File: src/rtl/sync_updown_counter_n_pkg.sv
// Shared constants and helpers for the up/down modulo counter family.
// Direction/mode encodings and the load clamping rule live here.
package counter_pkg;

    localparam logic DIR_UP    = 1'b1;
    localparam logic DIR_DOWN  = 1'b0;
    localparam logic MODE_WRAP = 1'b0;
    localparam logic MODE_SAT  = 1'b1;

    // Values beyond the count range load as the top of the range.
    function automatic logic [63:0] clamp_load(input logic [63:0] val, input logic [63:0] modulus);
        return (val >= modulus) ? (modulus - 64'd1) : val;
    endfunction

endpackage

File: src/rtl/sync_updown_counter_n_if.sv
// Control/status bundle of sync_updown_counter_n; master drives controls, slave is the counter.
interface sync_updown_counter_n_if #(
    parameter int WIDTH = 4
);
    logic             en;
    logic             up;
    logic             load;
    logic [WIDTH-1:0] load_val;
    logic             clr_ovf;
    logic [WIDTH-1:0] count;
    logic             tc;
    logic             wrap;
    logic             ovf;

    modport master (
        output en, up, load, load_val, clr_ovf,
        input  count, tc, wrap, ovf
    );

    modport slave (
        input  en, up, load, load_val, clr_ovf,
        output count, tc, wrap, ovf
    );
endinterface

File: src/rtl/sync_updown_counter_n_jk_toggle_cell.sv
// One counter bit: JK flop with synchronous active-low clear and a parallel-load override.
module jk_toggle_cell (
    input  logic clk,
    input  logic reset,
    input  logic j,
    input  logic k,
    input  logic ld,
    input  logic d,
    output logic q
);

    always_ff @(posedge clk) begin
        if (!reset) begin
            q <= 1'b0;
        end else if (ld) begin
            q <= d;
        end else begin
            case ({j, k})
                2'b01:   q <= 1'b0;
                2'b10:   q <= 1'b1;
                2'b11:   q <= ~q;
                default: q <= q;
            endcase
        end
    end

endmodule

File: src/rtl/sync_updown_counter_n.sv
// Parametrised up/down modulo counter built from JK toggle cells, with load,
// wrap-or-saturate range ends, a cascadable terminal count and wrap/overflow status.
module sync_updown_counter_n
    import counter_pkg::*;
#(
    parameter int              WIDTH    = 4,
    parameter longint unsigned MODULUS  = 16,
    parameter logic            SATURATE = 1'b0
) (
    input  logic                    clk,
    input  logic                    reset,
    sync_updown_counter_n_if.slave  bus
);

    localparam logic [WIDTH-1:0] MAX_VAL = WIDTH'(MODULUS - 64'd1);

    logic [WIDTH-1:0] count_reg;
    logic [WIDTH-1:0] up_chain;
    logic [WIDTH-1:0] dn_chain;
    logic [WIDTH-1:0] toggle;
    logic [WIDTH-1:0] cell_d;
    logic [WIDTH-1:0] load_clamped;
    logic [WIDTH-1:0] end_value;
    logic             at_end;
    logic             step;
    logic             end_step;
    logic             cell_ld;
    logic             wrap_reg;
    logic             ovf_reg;

    assign step     = bus.en & ~bus.load;
    assign at_end   = (bus.up == DIR_UP) ? (count_reg == MAX_VAL) : (count_reg == '0);
    assign end_step = step & at_end;

    assign load_clamped = WIDTH'(clamp_load(64'(bus.load_val), 64'(MODULUS)));

    // At a range end the toggle chain is bypassed: the cells load either the
    // opposite end (wrap) or their own value (hold).
    assign end_value = (SATURATE == MODE_SAT)   ? count_reg :
                       (bus.up == DIR_DOWN)     ? MAX_VAL   : '0;
    assign cell_ld   = bus.load | end_step;
    assign cell_d    = bus.load ? load_clamped : end_value;

    // Bit i toggles when all lower bits are 1 (counting up) or all 0 (counting down).
    assign up_chain[0] = 1'b1;
    assign dn_chain[0] = 1'b1;

    generate
        for (genvar gi = 1; gi < WIDTH; gi++) begin : g_chain
            assign up_chain[gi] = up_chain[gi-1] &  count_reg[gi-1];
            assign dn_chain[gi] = dn_chain[gi-1] & ~count_reg[gi-1];
        end

        for (genvar gi = 0; gi < WIDTH; gi++) begin : g_cell
            assign toggle[gi] = step & ((bus.up == DIR_UP) ? up_chain[gi] : dn_chain[gi]);

            jk_toggle_cell u_cell (
                .clk   (clk),
                .reset (reset),
                .j     (toggle[gi]),
                .k     (toggle[gi]),
                .ld    (cell_ld),
                .d     (cell_d[gi]),
                .q     (count_reg[gi])
            );
        end
    endgenerate

    // A range-end step sets overflow even if clr_ovf arrives on the same edge.
    always_ff @(posedge clk) begin
        if (!reset) begin
            wrap_reg <= 1'b0;
            ovf_reg  <= 1'b0;
        end else begin
            wrap_reg <= end_step & (SATURATE == MODE_WRAP);
            if (end_step) begin
                ovf_reg <= 1'b1;
            end else if (bus.clr_ovf) begin
                ovf_reg <= 1'b0;
            end
        end
    end

    assign bus.count = count_reg;
    assign bus.tc    = end_step;
    assign bus.wrap  = wrap_reg;
    assign bus.ovf   = ovf_reg;

endmodule

File: src/flat_wrapper.sv
// flat-port wrapper written by rule: the top's interface ports become plain ports
module sync_updown_counter_n_flat import counter_pkg::*;
#(
    parameter int              WIDTH    = 4,
    parameter longint unsigned MODULUS  = 16,
    parameter logic            SATURATE = 1'b0
)
  (clk, reset, bus_en, bus_up, bus_load, bus_load_val, bus_clr_ovf, bus_count, bus_tc, bus_wrap, bus_ovf);
  sync_updown_counter_n_if #(.WIDTH(WIDTH)) bus_i ();
  input  logic clk;
  input  logic reset;
  input wire logic [$bits(bus_i.en)-1:0] bus_en;
  input wire logic [$bits(bus_i.up)-1:0] bus_up;
  input wire logic [$bits(bus_i.load)-1:0] bus_load;
  input wire logic [$bits(bus_i.load_val)-1:0] bus_load_val;
  input wire logic [$bits(bus_i.clr_ovf)-1:0] bus_clr_ovf;
  output wire logic [$bits(bus_i.count)-1:0] bus_count;
  output wire logic [$bits(bus_i.tc)-1:0] bus_tc;
  output wire logic [$bits(bus_i.wrap)-1:0] bus_wrap;
  output wire logic [$bits(bus_i.ovf)-1:0] bus_ovf;
  assign bus_i.en = bus_en;
  assign bus_i.up = bus_up;
  assign bus_i.load = bus_load;
  assign bus_i.load_val = bus_load_val;
  assign bus_i.clr_ovf = bus_clr_ovf;
  assign bus_count = bus_i.count;
  assign bus_tc = bus_i.tc;
  assign bus_wrap = bus_i.wrap;
  assign bus_ovf = bus_i.ovf;
  sync_updown_counter_n #(.WIDTH(WIDTH), .MODULUS(MODULUS), .SATURATE(SATURATE)) u_core (.clk(clk), .reset(reset), .bus(bus_i));
endmodule
File: config.mk
export PLATFORM = sky130hd
export DESIGN_NAME = sync_updown_counter_n_flat
export DESIGN_NICKNAME = d
export VERILOG_FILES = /design/src/rtl/sync_updown_counter_n_pkg.sv /design/src/rtl/sync_updown_counter_n_if.sv /design/src/rtl/sync_updown_counter_n_jk_toggle_cell.sv /design/src/rtl/sync_updown_counter_n.sv /design/src/flat_wrapper.sv
export SDC_FILE = /design/constraint.sdc
export NUM_CORES = 1
export LEC_CHECK = 0
export CAP_MARGIN = 20
export CORE_AREA = 2 2 39 41
export DETAILED_ROUTE_END_ITERATION = 10
export DIE_AREA = 0 0 41 43
export PLACE_DENSITY = 0.74
export SYNTH_ARGS = -nofsm -noshare
export SYNTH_HDL_FRONTEND = slang
export SYNTH_SLANG_ARGS = --single-unit
export TNS_END_PERCENT = 50
File: constraint.sdc
create_clock -name clk -period 3.8 [get_ports clk]
set_clock_uncertainty 0.1 [all_clocks]
set_input_delay 0.38 -clock clk [delete_from_list [all_inputs] [get_ports clk]]
set_output_delay 0.38 -clock clk [all_outputs]
set_load 0.05 [all_outputs]
==> metrics.txt, run 1 <==
Clock Latency Late Sink 0.24 ns; core area 0.001384 mm2; post-CTS sizing 0; Leak Pwr 0.2207 nW; Worst setup EP type output pin; CP Buf/Inv Count 2; Critical Path Fanout Max 9; peak supply drop 0.2225 mV; I/O pin count 17; CTS Sinks 6; Die Y 43 um; largest net degree at the start of global routing 11; CP top delay family buffers and inverters; Root Driver clkbuf_4; Rows 14; setup TNS 0 ns; Power Dens Cells 334.1 mW/mm2; hold_sp u_core.bus.ovf; commonest non-fill, non-tap cells in the layout clkdlybuf4s50_1 (16), dfxtp_1 (6), clkbuf_4 (3); Tot GR Track Use 0.1255; Slew Viols, Final 0; initial antenna violation count 0; Post-synth ARST share 0; share of layout cells above drive strength 1 0.1333; CTS Buf Count 3; via count 393; max-cap viol count 0; Synth Area per Inst 9.045 um2; Relative slew margins 0.6680; cells along the critical path clkdlybuf4s50_1, and4_1, mux2i_1, nor3_2, clkdlybuf4s50_1; CTS tree built; Hold WC Path Type reg -> reg; cell count along the critical path 5; ANT cells 0; Critical path destination bus_tc; post-detailed-route count of antenna-violating nets 0; Avg WL per Cell 11.93 um; First-pass DRT Iterations 4; DRT Wirelength 907 um; critical path's most frequent cell clkdlybuf4s50_1; clock buffer depth 2; Avg Vias per Cell 5.171; post-layout power 196.9 uW; critical path class in -> out; number of synthesized register bits 6; first-pass GRT wire length 1538 um; fmax 347.2 MHz; grt total ovfl 0; Post-CTS Repair Setup Buffers 0; Post-CTS Hold Buffers 0; initial core utilization 0.3137; port bufs 16; HPWL Detailed 756 um; max reg flops 4; post-synth cell types 29; worst r2r dst u_core.g_cell[3].u_cell.q; die extent in x 41 um; number of global-route vias before repair 386; DR DRC count 0; cell count after synthesis 48; CP required 3.32 ns; Synth Warn # 0; sequential cell area fraction in the yosys report 0.2767; CP Launch Point bus_up; Layout area overhead 35.73%; final setup fails 0; R2R cell count 4; status finished, final reports clean; DIE AREA 0.001763 mm2; Post-synth EDFFs 0; Synth Net Count 58; reg2reg start u_core.g_cell[0].u_cell.q; RSZ-0062 raised after global routing no; Worst EP arrival 2.40 ns; slowest CP cell clkdlybuf4s50_1; Nets 72; Post-synth top flop dfxtp_1; htree depth 1; Startpoint Class input port; Final min period 2.880 ns; routability cong. 0.7609; part of the cycle the worst path needs 0.7580; clk slew on worst S/H paths 0.04 ns; R2R setup slack 2.27 ns; # fillers 144; Worst Tran Pin Value 0.4965 ns; DR iter-0 viols 3; leading cell type in the layout, fill and taps excluded clkdlybuf4s50_1; Final Hold Violating Endpoints 0; Mapped Area 434.2 um2; CP max stage delay 0.84 ns; Util after Layout 0.4259
-- tightest hold or removal path: cells and delay by family, from the launching register on --
family           cells  cell delay [ns]
AND/OR/NAND/NOR      1             0.13
AO/OA/AOI/OAI        1             0.11
flip-flops           1             0.31
-- how the worst min path moves through the flow --
stage,end,slack [ns],cells after the start
after floorplan,u_core.bus.ovf,0.40,1
after global placement,u_core.bus.ovf,0.47,2
after detailed placement,u_core.bus.ovf,0.47,2
after CTS,u_core.bus.ovf,0.48,2
after global routing,u_core.bus.ovf,0.56,2
final,u_core.bus.ovf,0.47,2
-- logic make-up (layout without fill, tap and decap cells) --
family | after synthesis | count (layout) | share of synthesized area
DFF | 6 | 6 | 0.2767
xor gates and xnor gates | 2 | 2 | 0.04035
muxes | 3 | 3 | 0.07205
AOI/OAI and AO/OA | 14 | 14 | 0.2421
and+or+nand+nor | 13 | 13 | 0.2335
buffers and inverters | 10 | 22 | 0.1355
-- cell usage after synthesis (2+ instances only) --
cell type  number  area, um2
a21oi_1         2      10.01
a31oi_1         2      12.51
buf_2           2      10.01
buf_4           5      37.54
dfxtp_1         6      120.1
inv_1           2      7.510
mux2i_1         2      20.02
nand2_1         2      7.510
nor2_1          2      7.510
o211a_1         2      20.02
o21ai_0         2      10.01
xnor2_1         2      17.52
-- where the power goes --
group	total [mW]	internal (mW)	switching (mW)
sequential	0.0770	0.0675	0.00947
clock	0.0575	0.0356	0.0218
combinational	0.0624	0.0296	0.0328
total	0.197	0.133	0.0642
-- final cells by class --
class | count | area (um2) | share of cell area
timing repair buffer | 16 | 160.2 | 0.2718
multi-input combinational | 32 | 255.2 | 0.4331
sequential | 6 | 120.1 | 0.2038
inverter | 3 | 11.26 | 0.01911
clock buffer | 3 | 22.52 | 0.03822
tap | 16 | 20.02 | 0.03397
-- layer usage --
layer	up-vias	share of wire	wire [um]	track usage
li1	197	-	-	-
met4	0	0	0	0.02000
met5	-	0	0	0
met1	188	0.45	404	0.1576
met3	0	0.020	18	0.04712
met2	8	0.53	484	0.2000
-- stage by stage --
step | hold slack (ns) | setup WS, ns | instance area (um2) | instances
after global placement | 0.4668 | 0.9368 | 566.8 | 73
after floorplan | 0.3975 | 1.757 | 434.2 | 48
after CTS | 0.4825 | 0.9141 | 589.3 | 76
final | 0.4730 | 0.9197 | 589.3 | 76
after detailed placement | 0.4737 | 0.9173 | 566.8 | 73
after global routing | 0.5601 | 0.8139 | 589.3 | 76
(Power assumes the default switching activity.)
==> run 2: changes to the inputs <==
==> constraint.sdc (replaced) <==
create_clock -name clk -period 2.75 [get_ports clk]
set_clock_uncertainty 0.1 [all_clocks]
set_input_delay 0.275 -clock clk [delete_from_list [all_inputs] [get_ports clk]]
set_output_delay 0.275 -clock clk [all_outputs]
set_load 0.05 [all_outputs]
==> metrics.txt, run 2 (same netlist as run 1, synthesis figures left out) <==
status finished, final reports clean; grt total ovfl 0 (unchanged); Final WS setup 0.6179 ns (-0.3018 ns); share of layout cells above drive strength 1 0.1500 (+0.01667); RSZ-0062 raised after global routing no; switching part of the total 0.3347 (+0.008786); CP Launch Point bus_up; Avg WL per Cell 12.24 um (+2.5%); Layout area overhead 38.04%; Slew Viols, Final 0 (unchanged); Worst EP arrival 1.76 ns (-0.64 ns); Critical path destination bus_tc; sequential share of power 0.384 (-0.007); R2R cell count 4 (unchanged); Startpoint Class input port; Rows 14 (unchanged); clock share of power 0.300 (+0.008); Tot GR Track Use 0.1215 (-0.004016); ANT cells 0 (unchanged); Root Driver clkbuf_4; peak supply drop 0.2280 mV (+2.5%); CTS tree built; die extent in x 41 um (unchanged); routability cong. 0.7430 (-2.4%); R2R setup slack 1.16 ns (-1.11 ns); core area 0.001384 mm2 (unchanged); number of global-route vias before repair 350 (-9.3%); slowest CP cell clkdlybuf4s50_1; Switch Pwr 92.79 uW (+45%); max reg flops 4 (unchanged); critical path class in -> out; Hold WC Path Type reg -> reg; CTS Buf Count 3 (unchanged); part of the cycle the worst path needs 0.7753; worst r2r dst u_core.bus.ovf; setup TNS 0 ns (unchanged); Nets 72 (unchanged); Highest Signal Layer met3; final setup fails 0 (unchanged); CTS Sinks 6 (unchanged); CP required 2.38 ns (-0.94 ns); fmax 469.0 MHz; initial antenna violation count 0 (unchanged); post-CTS sizing 0 (unchanged); CP max stage delay 0.66 ns (-0.18 ns); DR iter-0 viols 12 (+9); first-pass GRT wire length 1400 um (-9.0%); met3 wire len 59 um (+230%); clock buffer depth 2 (unchanged); combinational fraction of design power 0.316 (about the same); Critical Path Fanout Max 9 (unchanged); max-cap viol count 0 (unchanged); post-detailed-route count of antenna-violating nets 0 (unchanged); Worst Tran Pin Value 0.4935 ns (-0.003017 ns); Final Hold Violating Endpoints 0 (unchanged); Post-CTS Hold Buffers 0 (unchanged); Pint 184.5 uW (+39%); Post-Place Setup Slack 0.6302 ns (-0.2870 ns); Relative slew margins 0.6700 (+0.002018); htree depth 1 (unchanged); Worst setup EP type output pin; leading cell type in the layout, fill and taps excluded clkdlybuf4s50_1; I/O pin count 17 (unchanged); port bufs 16 (unchanged); DIE AREA 0.001763 mm2 (unchanged); Final min period 2.132 ns; reg2reg start u_core.g_cell[0].u_cell.q; placed instance count 73 (unchanged); Metal-1 WL 425 um (+5.2%); Avg Vias per Cell 5.237 (+1.3%); Final Non-Filler Cells 76 (unchanged); cells along the critical path clkdlybuf4s50_1, and4_1, mux2i_1, nor3_2, buf_12; DR WL met2 445 um (-8.1%); Post-CTS Repair Setup Buffers 0 (unchanged); clk slew on worst S/H paths 0.04 ns (about the same); post-layout power 277.3 uW (+41%); DRT Wirelength 930 um (+2.5%); largest net degree at the start of global routing 11 (unchanged); initial core utilization 0.3137 (unchanged); First-pass DRT Iterations 4 (unchanged); Clock Latency Late Sink 0.25 ns (about the same); via count 398 (+1.3%); worst hold slack 0.4719 ns (-0.001107 ns); Power Dens Cells 462.6 mW/mm2 (+38%); Leak Pwr 0.2255 nW (+2.2%); DR DRC count 0 (unchanged); Die Y 43 um (unchanged); commonest non-fill, non-tap cells in the layout clkdlybuf4s50_1 (15), dfxtp_1 (6), clkbuf_4 (3)
-- run 2: cell count changes in the layout (fill, tap and decap cells not counted) --
cell             before  now
clkdlybuf4s50_1      16   15
buf_12                0    1
-- run 2: stage by stage --
stage	util	instance area [um2]
final	0.4331	599.3
after global routing	0.4331	599.3
after CTS	0.4331	599.3
after detailed placement	0.4168	576.8
after global placement	0.4168	576.8
after floorplan	-	434.2
-- run 2: final cells by class --
type	instances	area (um2)
multi-input cells	32	255.2
fillers	128	784.5
flip-flops and latches	6	120.1
inverters	3	11.26
well taps	16	20.02
clock buffers	3	22.52
repair buffers	16	170.2
-- run 2: routing by layer --
metal | vias to the layer above | GRT usage
met5 | - | 0
met4 | 0 | 0.04000
met1 | 185 | 0.1415
met2 | 15 | 0.1750
met3 | 0 | 0.07853
li1 | 198 | -
-- run 2: critical path, delay by kind of cell --
kind / cells / cell delay, ns
and+or+nand+nor: 2 / 0.54
muxes: 1 / 0.10
buffers and inverters: 2 / 0.84
-- run 2: power by group through the flow --
stage | Clock (mW) | Sequential (mW) | Combinational [mW]
floorplan | 0 | 0.104 | 0.0664
global placement | 0 | 0.108 | 0.0864
detailed placement | 0 | 0.108 | 0.0876
CTS | 0.0875 | 0.106 | 0.0879
global route | 0.0928 | 0.108 | 0.0930
finish | 0.0832 | 0.106 | 0.0876
-- run 2: worst min path at each step --
stage,slack [ns],depth (start not counted),to,startpoint
6_report,0.47,2,u_core.bus.ovf,u_core.bus.ovf
5_1_grt,0.52,2,u_core.bus.ovf,u_core.bus.ovf
4_1_cts,0.47,2,u_core.bus.ovf,u_core.bus.ovf
3_5_place_dp,0.46,2,u_core.bus.ovf,u_core.bus.ovf
3_3_place_gp,0.46,2,u_core.bus.ovf,u_core.bus.ovf
2_1_floorplan,0.29,1,u_core.bus.ovf,reset
==> run 3: changes to the inputs <==
==> constraint.sdc (replaced) <==
create_clock -name clk -period 2.2 [get_ports clk]
set_clock_uncertainty 0.1 [all_clocks]
set_input_delay 0.22 -clock clk [delete_from_list [all_inputs] [get_ports clk]]
set_output_delay 0.22 -clock clk [all_outputs]
set_load 0.05 [all_outputs]
==> metrics.txt, run 3 (same netlist as run 1, synthesis figures left out) <==
reg2reg start u_core.g_cell[0].u_cell.q; Avg WL per Cell 12.34 um (+0.82%); Critical path destination bus_count[0]; post-CTS sizing 0 (unchanged); Nets 73 (+1.4%); Final Hold Violating Endpoints 0 (unchanged); initial antenna violation count 0 (unchanged); Worst Tran Pin Value 0.4961 ns (+0.002660 ns); critical path class reg -> out; Critical Path Fanout Max 10 (+1); First-pass DRT Iterations 4 (unchanged); clock buffer depth 2 (unchanged); DR DRC count 0 (unchanged); CP top delay family buffers and inverters; core area 0.001384 mm2 (unchanged); clk slew on worst S/H paths 0.05 ns (about the same); RSZ-0062 raised after global routing no; worst r2r dst u_core.bus.ovf; Final Non-Filler Cells 77 (+1.3%); number of global-route vias before repair 352 (+0.57%); leading cell type in the layout, fill and taps excluded clkdlybuf4s50_1; Clock Latency Late Sink 0.26 ns (about the same); CP required 1.88 ns (-0.50 ns); htree depth 1 (unchanged); CTS Sinks 6 (unchanged); first-pass GRT wire length 1545 um (+10%); setup TNS 0 ns (unchanged); Final min period 2.024 ns; CP Buf/Inv Count 1 (-1); share of layout cells above drive strength 1 0.1639 (+0.01393); final instance area 606.8 um2 (+1.3%); largest net degree at the start of global routing 11 (unchanged); max-cap viol count 0 (unchanged); DRT Wirelength 950 um (+2.2%); placed instance count 74 (+1.4%); cell count along the critical path 1 (-4); Layout area overhead 39.77%; Worst EP arrival 1.70 ns (-0.06 ns); placed instance area 584.3 um2 (+1.3%); cells along the critical path clkdlybuf4s50_1; R2R setup slack 0.65 ns (-0.51 ns); port bufs 16 (unchanged); via count 401 (+0.75%); Worst setup EP type output pin; CTS Buf Count 3 (unchanged); Tot GR Track Use 0.1384 (+0.01693); Avg Vias per Cell 5.208 (-0.55%); Slew Viols, Final 0 (unchanged); R2R cell count 4 (unchanged); HPWL Detailed 715.8 um; CP Launch Point u_core.g_cell[0].u_cell.q; slowest CP cell clkdlybuf4s50_1; Die Y 43 um (unchanged); routability cong. 0.7462 (+0.43%); post-layout power 355.3 uW (+28%); grt total ovfl 0 (unchanged); final setup fails 0 (unchanged); die extent in x 41 um (unchanged); Relative slew margins 0.6682 (-0.001779); initial core utilization 0.3137 (unchanged); Root Driver clkbuf_4; fmax 494.0 MHz; status finished, final reports clean; max reg flops 4 (unchanged); Hold WC Path Type reg -> reg; peak supply drop 0.2389 mV (+4.8%); ANT cells 0 (unchanged); Power Dens Cells 585.5 mW/mm2 (+27%); part of the cycle the worst path needs 0.9201; Post-CTS Repair Setup Buffers 0 (unchanged); CP max stage delay 0.89 ns (+0.23 ns); Leak Pwr 0.2303 nW (+2.1%); Rows 14 (unchanged); I/O pin count 17 (unchanged); post-detailed-route count of antenna-violating nets 0 (unchanged); Startpoint Class register; DIE AREA 0.001763 mm2 (unchanged); CTS tree built; DR iter-0 viols 11 (-1); commonest non-fill, non-tap cells in the layout clkdlybuf4s50_1 (15), dfxtp_1 (6), clkbuf_4 (3); Post-CTS Hold Buffers 0 (unchanged)
run 3: layer usage:
layer | share of wire | track usage | up-vias
met2 | 0.51 | 0.1844 | 13
met3 | 0.052 | 0.04712 | 0
li1 | - | - | 201
met5 | 0 | 0 | -
met1 | 0.44 | 0.1667 | 187
met4 | 0 | 0.1200 | 0
run 3: worst min-delay path by stage:
stage               cells after the start  slack [ns]             from                         to
floorplan                               1        0.24            reset             u_core.bus.ovf
global placement                        2        0.46   u_core.bus.ovf             u_core.bus.ovf
detailed placement                      2        0.47   u_core.bus.ovf             u_core.bus.ovf
CTS                                     2        0.47  bus_load_val[0]  u_core.g_cell[0].u_cell.q
global route                            2        0.48  bus_load_val[0]  u_core.g_cell[0].u_cell.q
finish                                  2        0.47   u_core.bus.ovf             u_core.bus.ovf
run 3: per-stage QoR:
step,hold slack (ns),setup WS [ns],utilization
final,0.4750,0.1758,0.4385
after global routing,0.4773,0.06995,0.4385
after CTS,0.4722,0.1628,0.4385
after detailed placement,0.4741,0.1861,0.4222
after global placement,0.4640,0.2342,0.4222
after floorplan,0.2375,0.2597,-
run 3: cell type report:
type / instances / area [um2]
Multi-Input combinational cell: 32 / 255.2
Clock buffer: 3 / 22.52
Fill cell: 133 / 777.0
Sequential cell: 6 / 120.1
Inverter: 3 / 11.26
Timing Repair Buffer: 17 / 177.7
Tap cell: 16 / 20.02
run 3: tightest hold or removal path: cells and delay by family (launching register included):
kind | cells | cell delay [ns]
AOI/OAI and AO/OA | 1 | 0.11
and+or+nand+nor | 1 | 0.13
DFF | 1 | 0.31
run 3: where the power goes:
group,switching (mW),leakage (nW),internal [mW],total [mW]
sequential,0.0159,0.0495,0.116,0.132
combinational,0.0574,0.167,0.0534,0.111
clock,0.0500,0.0138,0.0624,0.112
total,0.123,0.230,0.232,0.355
